## src/rtl/serial_transmitter.sv

```systemverilog
// rtl/serial_transmitter.sv - framed parallel-in serial-out transmitter with optional even parity
module serial_transmitter #(
    parameter int WIDTH  = 8,
    parameter int DIV    = 4,
    parameter int PARITY = 1
) (
    input  logic             clock,
    input  logic             reset_L,
    input  logic [WIDTH-1:0] data,
    input  logic             send,
    output logic             ready,
    output logic             busy,
    output logic             serial,
    output logic             done
);

    localparam int DW = (DIV > 1) ? $clog2(DIV) : 1;
    localparam int BW = $clog2(WIDTH);

    typedef enum logic [2:0] {IDLE, START, DATA, PAR, STOP} state_t;

    state_t           state, state_n;
    logic [DW-1:0]    div_cnt, div_cnt_n;
    logic [BW-1:0]    bit_cnt, bit_cnt_n;
    logic [WIDTH-1:0] shift_reg, shift_reg_n;
    logic             par_bit, par_bit_n;
    logic             ready_n, busy_n, serial_n, done_n;
    logic             bit_end;

    always_ff @(posedge clock) begin
        if (!reset_L) begin
            state     <= IDLE;
            div_cnt   <= '0;
            bit_cnt   <= '0;
            shift_reg <= '0;
            par_bit   <= 1'b0;
            ready     <= 1'b1;
            busy      <= 1'b0;
            serial    <= 1'b1;
            done      <= 1'b0;
        end else begin
            state     <= state_n;
            div_cnt   <= div_cnt_n;
            bit_cnt   <= bit_cnt_n;
            shift_reg <= shift_reg_n;
            par_bit   <= par_bit_n;
            ready     <= ready_n;
            busy      <= busy_n;
            serial    <= serial_n;
            done      <= done_n;
        end
    end

    // Outputs are computed one cycle ahead so the line changes exactly on bit boundaries.
    always_comb begin
        state_n     = state;
        bit_cnt_n   = bit_cnt;
        shift_reg_n = shift_reg;
        par_bit_n   = par_bit;
        ready_n     = ready;
        busy_n      = busy;
        serial_n    = serial;
        done_n      = 1'b0;
        bit_end     = (div_cnt == DW'(DIV - 1));
        div_cnt_n   = bit_end ? '0 : div_cnt + DW'(1);

        case (state)
            IDLE: begin
                div_cnt_n = '0;
                if (send && ready) begin
                    state_n     = START;
                    shift_reg_n = data;
                    par_bit_n   = ^data;
                    bit_cnt_n   = '0;
                    serial_n    = 1'b0;
                    ready_n     = 1'b0;
                    busy_n      = 1'b1;
                end
            end
            START: begin
                if (bit_end) begin
                    state_n  = DATA;
                    serial_n = shift_reg[0];
                end
            end
            DATA: begin
                if (bit_end) begin
                    if (bit_cnt == BW'(WIDTH - 1)) begin
                        if (PARITY != 0) begin
                            state_n  = PAR;
                            serial_n = par_bit;
                        end else begin
                            state_n  = STOP;
                            serial_n = 1'b1;
                        end
                    end else begin
                        bit_cnt_n   = bit_cnt + BW'(1);
                        shift_reg_n = shift_reg >> 1;
                        serial_n    = shift_reg[1];
                    end
                end
            end
            PAR: begin
                if (bit_end) begin
                    state_n  = STOP;
                    serial_n = 1'b1;
                end
            end
            STOP: begin
                if (bit_end) begin
                    state_n  = IDLE;
                    serial_n = 1'b1;
                    ready_n  = 1'b1;
                    busy_n   = 1'b0;
                    done_n   = 1'b1;
                end
            end
            default: begin
                state_n  = IDLE;
                serial_n = 1'b1;
                ready_n  = 1'b1;
                busy_n   = 1'b0;
            end
        endcase
    end

endmodule

```

## config.mk

```make
export PLATFORM = sky130hd
export DESIGN_NAME = serial_transmitter
export DESIGN_NICKNAME = d
export VERILOG_FILES = /design/src/rtl/serial_transmitter.sv
export SDC_FILE = /design/constraint.sdc
export NUM_CORES = 1
export LEC_CHECK = 0
export ABC_CLOCK_PERIOD_IN_PS = 2000
export BUFFER_PORTS_ARGS = -buffer_cell sky130_fd_sc_hd__buf_2
export CORE_MARGIN = 2
export CORE_UTILIZATION = 43
export DETAILED_ROUTE_END_ITERATION = 16
export GPL_TIMING_DRIVEN = 0
export PLACE_DENSITY = 0.63
export SYNTH_ARGS = -nofsm -noshare
export SYNTH_HDL_FRONTEND = slang
export SYNTH_SLANG_ARGS = --single-unit
export TNS_END_PERCENT = 1
```

## constraint.sdc

```tcl
create_clock -name clock -period 2 [get_ports clock]
set_input_delay 0.4 -clock clock [delete_from_list [all_inputs] [get_ports clock]]
set_output_delay 0.4 -clock clock [all_outputs]
set_load 0.1 [all_outputs]
```

==> Yosys cells after proc, flatten, opt, wreduce, memory -nomap -nowiden <==
Index checks and enable logic that the tools add are counted.
{ "totals": {"out_inout_bits": 4, "mem_count": 0, "ramBits": 0, "mem_bits_ro": 0, "latchBits": 0, "ff_bits": 21, "word_cells": 66, "in_bits": 11} }
{ "op_classes": {"n_bitwise": 2, "magnitude_cmp": 0, "n_reduce_logical": 13, "div_mod_pow": 0, "addsub": 2, "eq_ne": 14, "multipliers": 0, "mux": 26, "shifts": 0} }
{ "op_table": {"columns": ["operator", "n"], "rows": [
  ["$mux 3", 9],
  ["$mux 8", 3],
  ["$pmux 8 s2", 1],
  ["$pmux 3 s5", 1],
  ["$ne 2x2->1 const B", 7],
  ["$mux 1", 8],
  ["$reduce_and 4->1", 2],
  ["$reduce_xor 8->1", 1],
  ["$eq 3x2->1 const B", 2],
  ["$eq 3x3->1 const B", 2],
  ["$pmux 1 s3", 2],
  ["$pmux 3 s2", 1],
  ["$reduce_and 6->1", 1],
  ["$reduce_or 3->1", 2],
  ["$pmux 1 s4", 1],
  ["$reduce_and 2->1", 2],
  ["$add 3x1->3 const B", 1],
  ["$eq 3x1->1 const B", 1],
  ["$logic_not 3->1", 1],
  ["$reduce_and 3->1", 1],
  ["$add 2x1->2 const B", 1],
  ["$eq 2x2->1 const B", 1],
  ["$ne 2x1->1 const B", 1],
  ["$not 1->1", 2],
  ["3 further kinds", 3]
]} }

==> Logic depth before layout (Yosys ltp) <==
Gate-level depths: netlist (run 1).
{ "logic_depth": {"ltp_word": 4, "mapped_depth": 7, "mapped_depth_nobuf": 6} }

==> Worst setup path before layout (run 1) <==
OpenSTA, ideal clock, no wires.
{ "synth_path": {"path_type": "register -> register", "from": "reg ready", "to": "reg shift_reg[0]", "setup_time_ns": 0.116, "path_stages_with_launch": 6, "n_path_buf": 1, "arrival_ns": 1.751, "slack_ns": 0.133, "period_less_slack_ns": 1.867, "required_time_ns": 1.884, "path_cell_list": "dfxtp_1 > and3b_1 > o221a_4 > buf_6 > nand2_1 > o211a_1"} }
{ "synth_via": {"elab_chain_len": 3} }
{ "synth_lines": {"columns": ["element", "line_no", "rtl"], "rows": [
  ["from (decl)", "11", "output logic ready,"],
  ["from (signal assigned)", "47", "ready <= ready_n;"],
  ["$logic_and 1x1->1", "70", "if (send && ready) begin"],
  ["$ne 2x2->1 (no line)", null, null],
  ["$reduce_and 4->1 (no line)", null, null],
  ["to (signal assigned)", "45", "shift_reg <= shift_reg_n;"],
  ["to (decl)", "25", "logic [WIDTH-1:0] shift_reg, shift_reg_n;"]
]} }
No other way between the ends.
A chain may end at the register's enable or synchronous reset.

==> Final worst setup path (run 1) <==
{ "layout_path": {"from": "reg bit_cnt[0]", "to": "reg shift_reg[6]"} }
{ "layout_via": {"elab_chain_len": 3} }
{ "layout_lines": {"columns": ["element", "line_no", "rtl"], "rows": [
  ["from (decl)", "24", "logic [BW-1:0] bit_cnt, bit_cnt_n;"],
  ["from (signal assigned)", "44", "bit_cnt <= bit_cnt_n;"],
  ["$eq 3x3->1", "88", "if (bit_cnt == BW'(WIDTH - 1)) begin"],
  ["$ne 2x2->1 (no line)", null, null],
  ["$reduce_and 4->1 (no line)", null, null]
]} }
No other way between the ends.

==> results of run 1 <==
-- final cells by class --
cell class | count | area, µm² | share of cell area (%)
Buffer | 7 | 52.55 | 4.343
Clock buffer | 4 | 26.28 | 2.172
Multi-Input combinational cell | 80 | 599.3 | 49.53
Timing Repair Buffer | 14 | 70.07 | 5.791
Inverter | 1 | 3.754 | 0.3102
Tap cell | 30 | 37.54 | 3.102
Sequential cell | 21 | 420.4 | 34.75
-- power by group through the flow --
stage	Clock (mW)	Sequential, mW	Combinational [mW]
3_3_place_gp	0	0.482	0.237
3_5_place_dp	0	0.484	0.241
6_report	0.209	0.473	0.239
2_1_floorplan	0	0.538	0.134
4_1_cts	0.221	0.474	0.241
5_1_grt	0.237	0.478	0.261
-- cells by family after synthesis --
| family | count (synthesis) |
|---|---|
| AND/OR/NAND/NOR | 36 |
| AO/OA/AOI/OAI | 25 |
| XOR/XNOR | 8 |
| multiplexers | 8 |
| flip-flops | 21 |
| buffers and inverters | 8 |
| adder cells (fa/ha/maj) | 3 |
-- worst paths after layout --
check / from / to / slack (ps)
worst max-delay path: bit_cnt[0] / shift_reg[6] / 330
worst min-delay path: reset_L / div_cnt[1] / 350
worst max register to register: bit_cnt[0] / shift_reg[6] / 330
worst min register to register: div_cnt[0] / div_cnt[0] / 440
-- worst reg2reg max path, cell delays in order (launching register included) --
cell and delay (ps):
dfxtp_1 380, ha_1 160, ha_1 160, and2b_2 250, o221a_4 280, buf_6 150
o211a_1 200
-- cells in the final DEF (no fill, tap or decap), types with 2 or more instances in the layout --
cell type  synthesis  routed
a21oi_1            3       3
a22oi_1            3       3
and3_1             2       2
buf_2              2      16
buf_6              2       2
clkbuf_1           1       2
clkbuf_4           0       3
dfxtp_1           21      21
ha_1               3       3
mux2i_1            7       7
nand2_1           14      14
nor2_1             3       3
nor2b_1            5       5
nor3_1             2       2
o211a_1            8       8
o21ai_0            2       2
xnor2_1            8       8
-- metrics by stage --
| step | cells | util [%] | total power [mW] | setup WS (ps) | cell area, µm² |
|---|---|---|---|---|---|
| 3_3_place_gp | 153 | 48.66 | 0.7198 | 362.1 | 1184 |
| 5_1_grt | 157 | 49.74 | 0.9760 | 238.2 | 1210 |
| 2_1_floorplan | 109 | - | 0.6721 | 132.8 | 1076 |
| 6_report | 157 | 49.74 | 0.9215 | 331.8 | 1210 |
| 4_1_cts | 157 | 49.74 | 0.9365 | 319.2 | 1210 |
| 3_5_place_dp | 153 | 48.66 | 0.7243 | 325.4 | 1184 |
-- metal layers --
metal | wire [µm] | vias to the layer above
li1 | - | 431
met1 | 970 | 396
met2 | 983 | 18
met3 | 98 | 2
met4 | 14 | 0
met5 | 0 | -
==> impl_results.md, run 1 <==
* Maximum vdd drop at ~0.5 mV
* Syn Nets at about 120
* Synth Area in Compound Gates at just under 20%
* Die Span Y at ~54 µm
* Syn Inst Count at ~110
* Area Growth Syn to Fin at 12.44%
* Post-synthesis adder-cell area fraction at 3.488%
* Post-synth top area cell: dfxtp_1
* TritonCTS buffer count at 3
* Top Ports at 15
* Hold path cells at 2
* Drt total wl at about 2100 µm
* Most frequent CP cell: ha_1
* Clock share of power at 22.7%
* Clock sinks at 21
* # port buffers at 14
* Pleak at around 0.55 nW
* Syn Std Cell Area at roughly 0.0011 mm²
* Busiest metal layer after global routing: met2
* DRT iter0 DRCs at 15
* Sequential Power Share at about half
* Setup crit end kind: register
* Row count at 18
* Worst slew margin at 67.95%
* Count of final setup violators at 0
* Met3 Use GR at 5.000%
* Largest net degree at the start of global routing at 12
* Initial antenna violation count at 0
* # diodes at 0
* Worst setup path class: register to register
* CTS tree: yes
* Vias at between 800 and 900
* Cell with the most instances after synthesis: dfxtp_1
* Min Tclk post-route at around 1700 ps
* Worst Hold Margin at approximately 350 ps
* Crit path DAT at between 1500 and 2000 ps
* EDFF count, synth at 0
* Layout cells sized above 1 at a little over a fifth
* Total track usage at 17.46%
* Gpl congestion at 0.7340
* Final Skew at roughly 1.4 ps
* Area share of the largest cell type after synthesis at between 30 and 40%
* Post-CTS Setup Repair Bufs at 0
* Initial core utilization at between 40% and 50%
* RSZ-0062 raised after global routing: false
* CTS resizes at 0
* Buf/Inv on CP at 1
* Yosys cell types at 39
* Internal power at roughly 0.62 mW
* Max reg flops at 8
* Net load switching power at between 0.2 and 0.3 mW
* Crit. path cell count at 6
* Yosys reg bits at 21
* CP max FO at 10
* Reg2reg path depth at 6
* DRC viols at 0
* Vias in the first global route at ~790
* Sequential area share after synthesis at 39.07%
* Ys flop type: dfxtp_1
* Core area at around 0.0024 mm²
* CP top delay family: compound AO/OA/AOI/OAI gates
* CTS H-tree depth at 1
* CP max stage delay at between 300 and 400 ps
* Synth Area in XOR/XNOR at under 10%
* Syn_area_per_cell at 9.872 µm²
* Crit path required time at 2210 ps
* Period utilisation layout at between 80% and 90%
* DRT Pass-1 Iters at 4
* Antenna-violating nets left at 0
* Hold WC Path Type: input port to register
* Clock Pin Slew Worst Setup and Hold Paths at roughly 120 ps
* Later-pin clock latency in the skew report at approximately 300 ps
* Cts hold-fix bufs at 0
* Nets at between 100 and 150
* Switching share of power at ~32%
* Avg Vias per Cell at around 5.4
* Comb power frac at 26.0%
* Run status: finished, final reports clean
* Chip Width at 54.03 µm
* Achievable frequency at 599.5 MHz
* Post-synth ARST share at 0%
* Global-route wire length before repair at approximately 3700 µm
* Die Footprint at between 0.002 and 0.003 mm²
* Post-DP HPWL at 1526 µm
* WL/cell at roughly 13 µm
* Yosys warning count at 0
* Final hold viol count at 0
* Max-cap violations at 0
* Slowest stage cell, crit path: dfxtp_1
* Fin Setup TNS at 0 ps
* Root buf cell: clkbuf_4
* Largest family of logic cells by synthesized area: compound AO/OA/AOI/OAI gates
* Clk buf depth at 2
* Worst-path cell chain: ha_1, ha_1, and2b_2, o221a_4, buf_6, o211a_1
* Mux cell area share after synthesis at under 10%
* Fillcell total at ~260
* Met1 Use GR at between 20% and 30%
* Slew @ Worst Pin at 484.0 ps
* Pwr dens at 761.6 mW/mm²
* Post-Synth Simple-Gate Area at 18.84%
* Main area contributors after synthesis: dfxtp_1, o211a_1, mux2i_1
* Slew Viols, Final at 0
* Grt met2 use at between 30% and 40%
* Synth cell count leaders: dfxtp_1, nand2_1, o211a_1, xnor2_1, mux2i_1
* Worst Setup Start Kind: register
* Total congestion overflow at 0
Power figures use the tool's default switching activity.
==> inputs of run 2 (changes only) <==
--- a/config.mk
+++ b/config.mk
@@ -5,7 +5,7 @@
 export SDC_FILE = /design/constraint.sdc
 export NUM_CORES = 1
 export LEC_CHECK = 0
-export ABC_CLOCK_PERIOD_IN_PS = 2000
+export ABC_CLOCK_PERIOD_IN_PS = 1700
 export BUFFER_PORTS_ARGS = -buffer_cell sky130_fd_sc_hd__buf_2
 export CORE_MARGIN = 2
 export CORE_UTILIZATION = 43
==> constraint.sdc (replaced) <==
create_clock -name clock -period 1.7 [get_ports clock]
set_input_delay 0.34 -clock clock [delete_from_list [all_inputs] [get_ports clock]]
set_output_delay 0.34 -clock clock [all_outputs]
set_load 0.1 [all_outputs]
==> run 2 against run 1 <==
Via count increased by 2.2%. Utilization increased by 0.36 points. Register-to-register slack got worse by 270 ps. Critical endpoint unchanged. Global-route usage decreased by 0.91 points. Clock skew increased by 2.0 ps.
==> impl_results.md, run 2 (synthesized netlist as in run 1, its figures left out) <==
* Run status: finished, final reports clean
* Area Growth Syn to Fin at 13.26%
* Cts hold-fix bufs at 0
* Clock sinks at 21
* M1 WL at 887 µm
* Total congestion overflow at 0
* Final Skew at around 3.4 ps
* TritonCTS buffer count at 3
* Top Ports at 15
* DRC viols at 0
* Later-pin clock latency in the skew report at 300 ps
* Antenna-violating nets left at 0
* Max-cap violations at 0
* Total track usage at between 10% and 20%
* Crit path DAT at about 1800 ps
* Pwr dens at slightly below 900 mW/mm²
* DRT Pass-1 Iters at 4
* Nets at 142
* Worst Hold Margin at around 300 ps
* # diodes at 0
* Crit path required time at around 1900 ps
* CTS resizes at 0
* Clock Pin Slew Worst Setup and Hold Paths at 110 ps
* Drt total wl at 2021 µm
* Max reg flops at 8
* WL/cell at 12.87 µm
* Commonest non-fill, non-tap cells in the layout: dfxtp_1, buf_2, nand2_1, o211a_1, xnor2_1
* Slew Viols, Final at 0
* Power Total at 1.077 mW
* Maximum vdd drop at roughly 0.51 mV
* Worst slew margin at between 60% and 70%
* Gpl congestion at between 0.7 and 0.8
* Pleak at about 0.55 nW
* Root buf cell: clkbuf_4
* Final hold viol count at 0
* Min Tclk post-route at 1637 ps
* Post-DP HPWL at roughly 1500 µm
* Commonest non-fill, non-tap cell in the layout: dfxtp_1
* Vias in the first global route at roughly 820
* Top sig layer: met4
* Initial antenna violation count at 0
* Clk buf depth at 2
* Layout cells sized above 1 at roughly a quarter
* Die Span Y at approximately 54 µm
* Period utilisation layout at between 90 and 100%
* Wire length on met2 at between 900 and 1000 µm
* Worst Setup Start Kind: register
* Row count at 18
* Avg Vias per Cell at roughly 5.5
* Slew @ Worst Pin at ~480 ps
* Initial core utilization at between 40 and 50%
* Count of final setup violators at 0
* Global-route wire length before repair at about 3500 µm
* Met3 wire len at 90 µm
* CP max FO at 10
* Post-place instance area at around 0.0012 mm²
* Setup crit end kind: register
* Worst setup path class: register to register
* CTS H-tree depth at 1
* Hold WC Path Type: input port to register
* Largest net degree at the start of global routing at 12
* Post-CTS Setup Repair Bufs at 0
* Core area at between 0.002 and 0.0025 mm²
* Non-Filler Instances at approximately 160
* Achievable frequency at slightly above 600 MHz
* DRT iter0 DRCs at 13
* Die Footprint at 0.002919 mm²
* Post-route cell area at between 0.001 and 0.0015 mm²
* Dpl cells at about 150
* CTS tree: yes
* # port buffers at 14
* Fillcell total at 235
* Vias at around 870
* Chip Width at 54.03 µm
==> run 2: cell counts in the layout (fill, tap and decap cells not counted) <==
No cell type changed its count.
==> run 2: power breakdown <==
group          switching [mW]  total [mW]  internal (mW)
combinational           0.172       0.281          0.109
sequential             0.0230       0.558          0.535
clock                   0.146       0.238         0.0915
==> run 2: stage by stage <==
step                      setup slack (ps)  utilization (%)  setup TNS [ps]
after floorplan                      156.4                -               0
after global placement               57.47            48.71               0
after detailed placement             45.74            48.71               0
after CTS                            17.30            49.79               0
after global routing                -4.448            50.10          -4.448
final                                63.10            50.10               0
==> run 2: worst paths after layout <==
path | cells after the start | end | slack [ps] | startpoint
max | 7 | shift_reg[6] | 60 | bit_cnt[0]
min | 2 | div_cnt[1] | 300 | reset_L
max reg2reg | 7 | shift_reg[6] | 60 | bit_cnt[0]
min reg2reg | 1 | div_cnt[0] | 450 | div_cnt[0]
==> run 2: routing by layer <==
metal  GRT usage [%]  vias up
li1                -      430
met1           19.87      404
met2           27.85       25
met3           2.500        7
met4           9.583        0
met5               0        -
==> run 2: critical path, stage by stage (launching register included) <==
cell     delay (ps)
dfxtp_2         350
ha_1            190
ha_1            190
and2b_2         250
o221a_4         240
buf_6           150
nand2_1          60
o211a_1         110
==> run 2: layout make-up <==
| cell class | instances | area, µm² | share of cell area [%] |
|---|---|---|---|
| timing repair buffer | 14 | 70.07 | 5.749 |
| multi-input combinational | 80 | 604.3 | 49.59 |
| buffer | 7 | 52.55 | 4.312 |
| inverter | 1 | 3.754 | 0.3080 |
| clock buffer | 4 | 26.28 | 2.156 |
| sequential | 21 | 424.2 | 34.80 |
| tap | 30 | 37.54 | 3.080 |
